$ cat src/rtl/lfsr_pkg.sv
// Shared LFSR helpers: maximal-length default tap masks (widths 4..32) and the
// Fibonacci next-state function used by lfsr_gen.
package lfsr_pkg;

    // Mask bit i selects state[i] into the feedback XOR.
    localparam logic [31:0] TAPS_W4  = 32'h0000_000C;
    localparam logic [31:0] TAPS_W5  = 32'h0000_0014;
    localparam logic [31:0] TAPS_W6  = 32'h0000_0030;
    localparam logic [31:0] TAPS_W7  = 32'h0000_0060;
    localparam logic [31:0] TAPS_W8  = 32'h0000_00B8;
    localparam logic [31:0] TAPS_W9  = 32'h0000_0110;
    localparam logic [31:0] TAPS_W10 = 32'h0000_0240;
    localparam logic [31:0] TAPS_W11 = 32'h0000_0500;
    localparam logic [31:0] TAPS_W12 = 32'h0000_0829;
    localparam logic [31:0] TAPS_W13 = 32'h0000_100D;
    localparam logic [31:0] TAPS_W14 = 32'h0000_2015;
    localparam logic [31:0] TAPS_W15 = 32'h0000_6000;
    localparam logic [31:0] TAPS_W16 = 32'h0000_D008;
    localparam logic [31:0] TAPS_W17 = 32'h0001_2000;
    localparam logic [31:0] TAPS_W18 = 32'h0002_0400;
    localparam logic [31:0] TAPS_W19 = 32'h0004_0023;
    localparam logic [31:0] TAPS_W20 = 32'h0009_0000;
    localparam logic [31:0] TAPS_W21 = 32'h0014_0000;
    localparam logic [31:0] TAPS_W22 = 32'h0030_0000;
    localparam logic [31:0] TAPS_W23 = 32'h0042_0000;
    localparam logic [31:0] TAPS_W24 = 32'h00E1_0000;
    localparam logic [31:0] TAPS_W25 = 32'h0120_0000;
    localparam logic [31:0] TAPS_W26 = 32'h0200_0023;
    localparam logic [31:0] TAPS_W27 = 32'h0400_0013;
    localparam logic [31:0] TAPS_W28 = 32'h0900_0000;
    localparam logic [31:0] TAPS_W29 = 32'h1400_0000;
    localparam logic [31:0] TAPS_W30 = 32'h2000_0029;
    localparam logic [31:0] TAPS_W31 = 32'h4800_0000;
    localparam logic [31:0] TAPS_W32 = 32'h8020_0003;

    function automatic logic [31:0] default_taps(input int width);
        logic [31:0] t;
        t = TAPS_W4;
        case (width)
            5:  t = TAPS_W5;
            6:  t = TAPS_W6;
            7:  t = TAPS_W7;
            8:  t = TAPS_W8;
            9:  t = TAPS_W9;
            10: t = TAPS_W10;
            11: t = TAPS_W11;
            12: t = TAPS_W12;
            13: t = TAPS_W13;
            14: t = TAPS_W14;
            15: t = TAPS_W15;
            16: t = TAPS_W16;
            17: t = TAPS_W17;
            18: t = TAPS_W18;
            19: t = TAPS_W19;
            20: t = TAPS_W20;
            21: t = TAPS_W21;
            22: t = TAPS_W22;
            23: t = TAPS_W23;
            24: t = TAPS_W24;
            25: t = TAPS_W25;
            26: t = TAPS_W26;
            27: t = TAPS_W27;
            28: t = TAPS_W28;
            29: t = TAPS_W29;
            30: t = TAPS_W30;
            31: t = TAPS_W31;
            32: t = TAPS_W32;
            default: t = TAPS_W4;
        endcase
        return t;
    endfunction

    // Shift left, feedback parity into bit 0, clip to the active width.
    function automatic logic [31:0] lfsr_next(input logic [31:0] state,
                                              input logic [31:0] taps,
                                              input int          width);
        logic [31:0] mask;
        mask = (width >= 32) ? 32'hFFFF_FFFF : ((32'd1 << width) - 32'd1);
        return {state[30:0], ^(state & taps)} & mask;
    endfunction

endpackage

$ cat src/rtl/lfsr_gen.sv
// Parametrised Fibonacci LFSR with seed load, zero-seed rejection and lock-up guard.
// Define LFSR_PERIOD_EN to add last-seed tracking, the wrap pulse and period_cnt.
module lfsr_gen
    import lfsr_pkg::*;
#(
    parameter int               WIDTH      = 4,
    parameter logic [WIDTH-1:0] TAPS       = WIDTH'(4'b1001),
    parameter logic [WIDTH-1:0] RESET_SEED = WIDTH'(1)
) (
    input  logic             clk,
    input  logic             rst,
    input  logic             ena,
    input  logic             load,
    input  logic [WIDTH-1:0] seed,
    output logic             out,
    output logic [WIDTH-1:0] state,
    output logic             zero_seed,
    output logic             wrap,
    output logic [WIDTH-1:0] period_cnt
);

    logic [WIDTH-1:0] state_q, state_d;
    logic             zero_seed_q, zero_seed_d;
    logic [WIDTH-1:0] step_val;
    logic             seed_ok;
    logic             state_zero;

    assign step_val   = WIDTH'(lfsr_next(32'(state_q), 32'(TAPS), WIDTH));
    assign seed_ok    = (seed != '0);
    assign state_zero = (state_q == '0);

    // Priority: load, then lock-up recovery, then step, else hold.
    always_comb begin
        state_d     = state_q;
        zero_seed_d = 1'b0;
        if (load) begin
            if (seed_ok) begin
                state_d = seed;
            end else begin
                state_d     = RESET_SEED;
                zero_seed_d = 1'b1;
            end
        end else if (state_zero) begin
            state_d = RESET_SEED;
        end else if (ena) begin
            state_d = step_val;
        end
    end

    always_ff @(posedge clk or posedge rst) begin
        if (rst) begin
            state_q     <= RESET_SEED;
            zero_seed_q <= 1'b0;
        end else begin
            state_q     <= state_d;
            zero_seed_q <= zero_seed_d;
        end
    end

    assign state     = state_q;
    assign out       = state_q[WIDTH-1];
    assign zero_seed = zero_seed_q;

`ifdef LFSR_PERIOD_EN
    logic [WIDTH-1:0] last_seed_q, last_seed_d;
    logic [WIDTH-1:0] period_cnt_q, period_cnt_d;
    logic             wrap_q, wrap_d;

    // A lock-up recovery is not a step, so the period count is left alone.
    always_comb begin
        last_seed_d  = last_seed_q;
        period_cnt_d = period_cnt_q;
        wrap_d       = 1'b0;
        if (load) begin
            last_seed_d  = seed_ok ? seed : RESET_SEED;
            period_cnt_d = '0;
        end else if (!state_zero && ena) begin
            if (step_val == last_seed_q) begin
                wrap_d       = 1'b1;
                period_cnt_d = '0;
            end else begin
                period_cnt_d = period_cnt_q + WIDTH'(1);
            end
        end
    end

    always_ff @(posedge clk or posedge rst) begin
        if (rst) begin
            last_seed_q  <= RESET_SEED;
            period_cnt_q <= '0;
            wrap_q       <= 1'b0;
        end else begin
            last_seed_q  <= last_seed_d;
            period_cnt_q <= period_cnt_d;
            wrap_q       <= wrap_d;
        end
    end

    assign wrap       = wrap_q;
    assign period_cnt = period_cnt_q;
`else
    assign wrap       = 1'b0;
    assign period_cnt = '0;
`endif

endmodule

$ cat config.mk
export PLATFORM = sky130hd
export DESIGN_NAME = lfsr_gen
export DESIGN_NICKNAME = d
export VERILOG_FILES = /design/src/rtl/lfsr_pkg.sv /design/src/rtl/lfsr_gen.sv
export SDC_FILE = /design/constraint.sdc
export NUM_CORES = 1
export LEC_CHECK = 0
export ABC_AREA = 1
export BUFFER_PORTS_ARGS = -buffer_cell sky130_fd_sc_hd__buf_2
export CORE_AREA = 5 5 42 44
export DETAILED_ROUTE_END_ITERATION = 8
export DIE_AREA = 0 0 47 49
export PLACE_DENSITY = 0.54
export SYNTH_ARGS = -nofsm -noshare
export SYNTH_HDL_FRONTEND = slang
export SYNTH_SLANG_ARGS = --single-unit
$ cat constraint.sdc
create_clock -name clk -period 1.4 [get_ports clk]
set_input_delay 0.14 -clock clk [delete_from_list [all_inputs] [get_ports clk]]
set_output_delay 0.14 -clock clk [all_outputs]
set_load 0.01 [all_outputs]
[After elaboration in Yosys (flattened, before gate mapping)]
Index checks and enable logic that the tools add are counted.
Word-level totals
  flip-flop bits (word level): 5
  bits of input ports: 8
  output and inout bits: 11
  logic and storage cells: 12
Cells by class
  mux-type cells: 6
  reductions and logical operators: 4
Operators by type and width (number)
  $reduce_xor A32 Y1: 1
  $mux W4: 4
  $logic_not A4 Y1: 1
  $reduce_bool A4 Y1: 1
  $reduce_bool A3 Y1: 1
  $mux W1: 2

[Depth between registers and ports, before layout]
Gate-level depths: netlist of the first run.
  depth after elaboration: 4
  mapped depth: 7
  gate-level depth less buffers: 7

[Worst setup path before layout of the first run]
Ideal clock, no wire load.
  path kind: reg2reg
  from: register state_q[0], in the netlist state[0]
  to: register state_q[3], in the netlist state[3]
  library setup time: 0.124 ns
  arrival time: 0.909 ns
  data required time: 1.276 ns
  setup slack: 0.367 ns
  cell stages (with the launch flop): 6
  buffers on the path: 0
  clock period less this slack: 1.033 ns
  cells stage by stage: dfstp_2 -> nor2_1 -> nand2_1 -> nand2_4 -> nor2_1 -> a21oi_1
On the way
  longest elaborated chain between the ends: 3
  elaborated cells between the ends (all ways): 4
  those cells by class: mux: 2; reduce/logical: 2
Ends and longest elaborated chain
  start, declared: RTL line lfsr_gen.sv:22  | logic [WIDTH-1:0] state_q, state_d;
  start signal, assigned: RTL line lfsr_gen.sv:55  | state_q <= state_d;
  $logic_not A4 Y1 (*): RTL line lfsr_gen.sv:30  | assign state_zero = (state_q == '0);
  $mux W4: RTL line lfsr_gen.sv:43  | end else if (state_zero) begin
  $mux W4: RTL line lfsr_gen.sv:36  | if (load) begin
Every way passes the cells marked *; elsewhere a longest branch is shown, timed or not.
A chain may end at the register's enable or synchronous reset.

[Final worst setup path of the first run]
  from: register state_q[0], in the netlist state[0]
  to: output port state[0]
RTL lines
  end, declared: RTL line lfsr_gen.sv:16  | output logic [WIDTH-1:0] state,
No word-level cell between the ends.

==> results.ini, run 1 <==
[outcome]
status = complete, no violations

[yosys]
yosys.area.top_type_share_pct = 28.8
yosysMostFrequentCell = nand2_1
yosys_warnings = 0
yosys_register_bits = 5
ys.flop_type = dfrtp_1
ys_top_cells_by_area = dfrtp_1, nand2_1, buf_4
syn_area_per_cell_um2 = 7.10
syn_area_um2 = 348
synthCells = 49
ys_async_sr_fraction_pct = 100
synth_edf_count = 0
ys_types = 15
yosysSeqAreaShare_pct = 36.3
synth_top_area_cell = dfrtp_1
yosys-top-cells-count = nand2_1, nor2_1, buf_4, inv_1, dfrtp_1

[grt]
use_met2_pct = 9.95
antenna_found_initial = 0
use_met1_pct = 7.80
met3_usage_pct = 1.48
grt_pass1_wl_um = 1160
grt_max_degree = 9
grt.busiest_layer = met4
overflow = 0
grtUsageTotal_pct = 7.57
grt_pass1_vias = 303

[sta]
setup_violations = 0
max_freq_ghz = 0.935
finalCriticalPeriod_ns = 1.07
fin_setup_tns_ns = 0
rsz0062_at_grt = no
fin_skew_ns = 0.00471
finalHoldViolCount = 0
slew_violations = 0
fin_crit_sh_pct = 76.4

[final_layout]
drive_above_1_share_pct = 31.3
fin_area_um2 = 428
final_cells = 80
synthToLayoutAreaGrowth_pct = 23.0
n_antenna_cell = 0
fin_util_pct = 30.5
final_nets = 73

[clock_tree]
clkLatencyLatePin_ns = 0.25
cts_tree = yes
clkTransAtPathRegs_ns = 0.04
cts_max_path_buffers = 2
htreeDepth = 1
cts_made_buffers = 3
cts_sinks = 5
clockRootBuffer = clkbuf_4

[floorplan]
initial_core_util_pct = 24.8
io_pins = 19
die_area_um2 = 2300
rows = 14
die_width_um = 47
dieHeight_um = 49
core_area_um2 = 1400

[job]
drv_cap = 0

[drt]
vias = 318
wl_per_cell_um = 8.85
drc = 0
via_per_inst = 3.98
drt_pass1_iterations = 1
totalWireLength_um = 708
initialDrtViolationCount = 0
antenna_left = 0

[power_and_ir_drop]
vdd_ir_drop_max_mv = 0.206
totalPowerFinal_mw = 0.479
p_leak_nw = 0.247
powerDensity_nw_per_um2 = 1120

[worst_setup_path]
required_ns = 1.26
start_kind = flop
path_cells = buf_2
rr_startpoint = state[0]
r2r_cells = 5
slowest_stage = dfstp_2
path_buf_inv = 1
startpoint = state[0]
reg2reg_slack_ns = 0.36
critPathArrivalTime_ns = 0.93
critical_path_depth = 1
cp_max_fo = 5
worstSetupEndpointType = output port
crit_path_max_incr_delay_ns = 0.55
cp_top_family = flip-flops
worstSetupPathType = reg2out

[min_path]
hold_path_depth = 4
hold_class = in2reg
hp-start = seed[0]

[placement]
dp_cells = 75
port_buffers = 13
place_area_um2 = 392
place.gp.congestion = 0.744
dp_hpwl_um = 588

-- final cells by class --
cell class / instances / area [µm²]
Multi-Input combinational cell: 36 / 161
Fill cell: 174 / 973
Timing Repair Buffer: 14 / 75.1
Inverter: 5 / 18.8
Clock buffer: 4 / 26.3
Sequential cell: 5 / 126
Tap cell: 16 / 20.0
-- layer usage --
metal	up-vias	share of wire (%)
li1	167	-
met1	130	39
met2	15	43
met3	6	10
met4	0	7.5
met5	-	0
-- per-stage QoR --
stage	hold WS [ns]	worst slack [ns]
2_1_floorplan	-0.0822	0.367
3_3_place_gp	0.0439	0.380
3_5_place_dp	0.0436	0.361
4_1_cts	0.169	0.316
5_1_grt	0.203	0.244
6_report	0.177	0.330
-- sequential cells by signal, summed over array words and instances (netlist names) --
name       count
state          4
zero_seed      1
-- power by group --
| group | switching, mW | internal, mW |
|---|---|---|
| clock network | 0.0596 | 0.108 |
| registers | 0.0172 | 0.168 |
| logic | 0.0760 | 0.0500 |
-- cell usage in the layout (no fill, tap or decap), types with 2 or more instances in the layout --
master     n
clkbuf_4   3
inv_1      5
o21ai_1    2
nor2_1     8
nand2_1   13
o21ai_0    2
buf_2     13
conb_1     5
a21oi_1    2
dfrtp_1    4
-- path summary, 6_finish.rpt --
path                                  end
worst min-delay path            zero_seed
worst max register to register   state[3]
worst min register to register   state[0]
max in group asynchronous        state[0]
worst max-delay path             state[0]
min in group asynchronous        state[3]
-- cell families after synthesis --
family	Yosys count	synth area share (%)
buffers and inverters	12	21.6
flip-flops	5	36.3
AO/OA/AOI/OAI	6	8.63
other	1	1.08
AND/OR/NAND/NOR	25	32.4
-- repair_timing --
action	4_1_cts	5_1_grt
endpoints found under the hold margin	4	0
hold buffers	1	0
gates resized for setup	0	0
buffers inserted	0	0
No activity file was read; power rests on OpenSTA's default activity.
==> run 2, diff against run 1 <==
--- a/config.mk
+++ b/config.mk
@@ -5,12 +5,12 @@
 export SDC_FILE = /design/constraint.sdc
 export NUM_CORES = 1
 export LEC_CHECK = 0
-export ABC_AREA = 1
+export ABC_AREA = 0
 export BUFFER_PORTS_ARGS = -buffer_cell sky130_fd_sc_hd__buf_2
 export CORE_AREA = 5 5 42 44
 export DETAILED_ROUTE_END_ITERATION = 8
 export DIE_AREA = 0 0 47 49
-export PLACE_DENSITY = 0.54
+export PLACE_DENSITY = 0.53
 export SYNTH_ARGS = -nofsm -noshare
 export SYNTH_HDL_FRONTEND = slang
 export SYNTH_SLANG_ARGS = --single-unit
==> constraint.sdc (replaced) <==
create_clock -name clk -period 0.9 [get_ports clk]
set_input_delay 0.09 -clock clk [delete_from_list [all_inputs] [get_ports clk]]
set_output_delay 0.09 -clock clk [all_outputs]
set_load 0.01 [all_outputs]
==> results.ini, run 2 <==
[outcome]
status = finished, violations left
violations = setup timing

[clock_tree]
cts_max_path_buffers = 2
cts_sinks = 5
clkLatencyLatePin_ns = 0.24
cts_made_buffers = 3
clkTransAtPathRegs_ns = 0.05
cts_tree = yes
clockRootBuffer = clkbuf_4
htreeDepth = 1

[worst_setup_path]
path_buf_inv = 0
critPathArrivalTime_ns = 1.41
crit_path_max_incr_delay_ns = 0.52
worstSetupEndpointType = flop
rr_startpoint = state[0]
required_ns = 1.03
r2r_cells = 3
slowest_stage = dfstp_2
path_cells = nor2_1 -> a211o_1 -> mux2_4
critical_path_depth = 3
cp_max_fo = 2
start_kind = flop
worstSetupPathType = reg2reg
cp_top_family = flip-flops
startpoint = state[0]

[yosys]
ys_types = 17
ys.flop_type = dfrtp_1
ys_top_cells_by_area = dfrtp_1, buf_4, mux2_1
yosysSeqAreaShare_pct = 39.8
yosys-top-cells-count = buf_4, dfrtp_1, mux2_1
syn_area_per_cell_um2 = 10.3
synth_edf_count = 0
yosysMostFrequentCell = buf_4
ys_async_sr_fraction_pct = 100
synth_top_area_cell = dfrtp_1
synthCells = 31
yosys_warnings = 0
yosys_register_bits = 5
syn_area_um2 = 318
yosys.area.top_type_share_pct = 31.5

[sta]
fin_skew_ns = 0.0000244
setup_ws_ns = -0.384
slew_violations = 0
hold_slack_ns = 0.0815
max_freq_ghz = 0.779
setup_violations = 9
finalCriticalPeriod_ns = 1.28
rsz0062_at_grt = yes
finalHoldViolCount = 0
fin_crit_sh_pct = 143

[power_and_ir_drop]
cellInternalPower_mw = 0.639
powerDensity_nw_per_um2 = 1640
p_clk_share_pct = 29.0
netSwitchingFraction_pct = 27.9
p_leak_nw = 0.286
p_comb_share_pct = 40.0
vdd_ir_drop_max_mv = 0.904
p_sw_mw = 0.247
power_frac_seq_pct = 30.9

[placement]
dp_hpwl_um = 616
place_area_um2 = 422
place.gp.congestion = 0.661
port_buffers = 13

[min_path]
hold_path_depth = 3
hold_class = in2reg
hp-start = seed[2]

[drt]
drc = 0
wl_per_cell_um = 10.3
via_per_inst = 4.03
totalWireLength_um = 749
vias = 294
initialDrtViolationCount = 0
drt_pass1_iterations = 1
antenna_left = 0

[floorplan]
core_area_um2 = 1400
initial_core_util_pct = 22.7
die_width_um = 47
io_pins = 19
dieHeight_um = 49
rows = 14
die_area_um2 = 2300

[final_layout]
fin_area_um2 = 541
fin_util_pct = 38.6
final_cell_mix = buf_6, buf_2, buf_4
largest_register_ffs = 4
final_nets = 66
drive_above_1_share_pct = 57.9
n_antenna_cell = 0
synthToLayoutAreaGrowth_pct = 70.1
final_common_cell = buf_6

[grt]
grt_pass1_vias = 298
overflow = 0
grtUsageTotal_pct = 8.06
antenna_found_initial = 0
grt_max_degree = 9
grt_pass1_wl_um = 1220

[job]
drv_cap = 0

==> run 2: changes by cell type in the layout (fill, tap and decap cells not counted), sizes merged, moves of 2 or more <==
cell | previous run | this run
nand2 | 15 | 1
nor3 | 0 | 2
o21ai | 4 | 2
nor2 | 9 | 2
inv | 5 | 1
buf | 13 | 24
mux2 | 0 | 4
a21oi | 2 | 0
==> run 2: cells by family after synthesis <==
group / after synthesis / share of synthesized area [%]
other: 1 / 1.18
xor gates and xnor gates: 1 / 2.76
DFF: 5 / 39.8
muxes: 5 / 17.3
and+or+nand+nor: 7 / 11.8
AOI/OAI and AO/OA: 4 / 8.27
buffers and inverters: 8 / 18.9
==> run 2: final cells by class <==
type / count / area, µm²
Inverter: 1 / 3.75
Timing Repair Buffer: 25 / 204
Tap cell: 16 / 20.0
Clock inverter: 1 / 5.00
Multi-Input combinational cell: 22 / 159
Fill cell: 164 / 861
Clock buffer: 3 / 22.5
Sequential cell: 5 / 126
==> run 2: worst paths after layout <==
check | endpoint | slack (ns)
worst max-delay path | state[3] | -0.38
worst min-delay path | state[2] | 0.08
worst max register to register | state[3] | -0.38
worst min register to register | state[1] | 0.62
max in group asynchronous | state[0] | 0.36
min in group asynchronous | state[3] | 0.29
==> run 2: what timing repair did <==
| action | CTS | global route |
|---|---|---|
| hold buffers | 1 | 0 |
| endpoints found under the setup margin | 8 | 9 |
| buffers inserted | 2 | 2 |
| cloned | 0 | 0 |
| endpoints found under the hold margin | 5 | 0 |
| resized for setup | 11 | 3 |
| pin swaps | 1 | 1 |
==> run 2: worst min-delay path, stage by stage <==
cell     delay (ns)
buf_2          0.09
nand2_1        0.04
o21ai_1        0.06
==> run 2: layer usage <==
| layer | GRT usage [%] | wire [µm] |
|---|---|---|
| met5 | 0 | 0 |
| met4 | 4.15 | 0 |
| met3 | 7.01 | 103 |
| met2 | 12.4 | 388 |
| met1 | 6.90 | 257 |
==> run 2: power groups by stage <==
stage	logic (mW)	registers (mW)	clock network, mW
after CTS	0.339	0.274	0.272
after global routing	0.385	0.276	0.298
after detailed placement	0.240	0.276	0
after global placement	0.239	0.275	0
after floorplan	0.112	0.303	0
final	0.355	0.274	0.257
==> run 2: per-stage QoR <==
stage          setup WS [ns]  setup TNS (ns)  total power [mW]  instances
6_report              -0.384           -1.96             0.887         73
4_1_cts               -0.380           -1.88             0.885         72
3_5_place_dp          -0.382           -1.06             0.516         65
2_1_floorplan         -0.412           -1.00             0.415         35
5_1_grt               -0.398           -2.30             0.959         73
3_3_place_gp          -0.350           -1.01             0.515         65
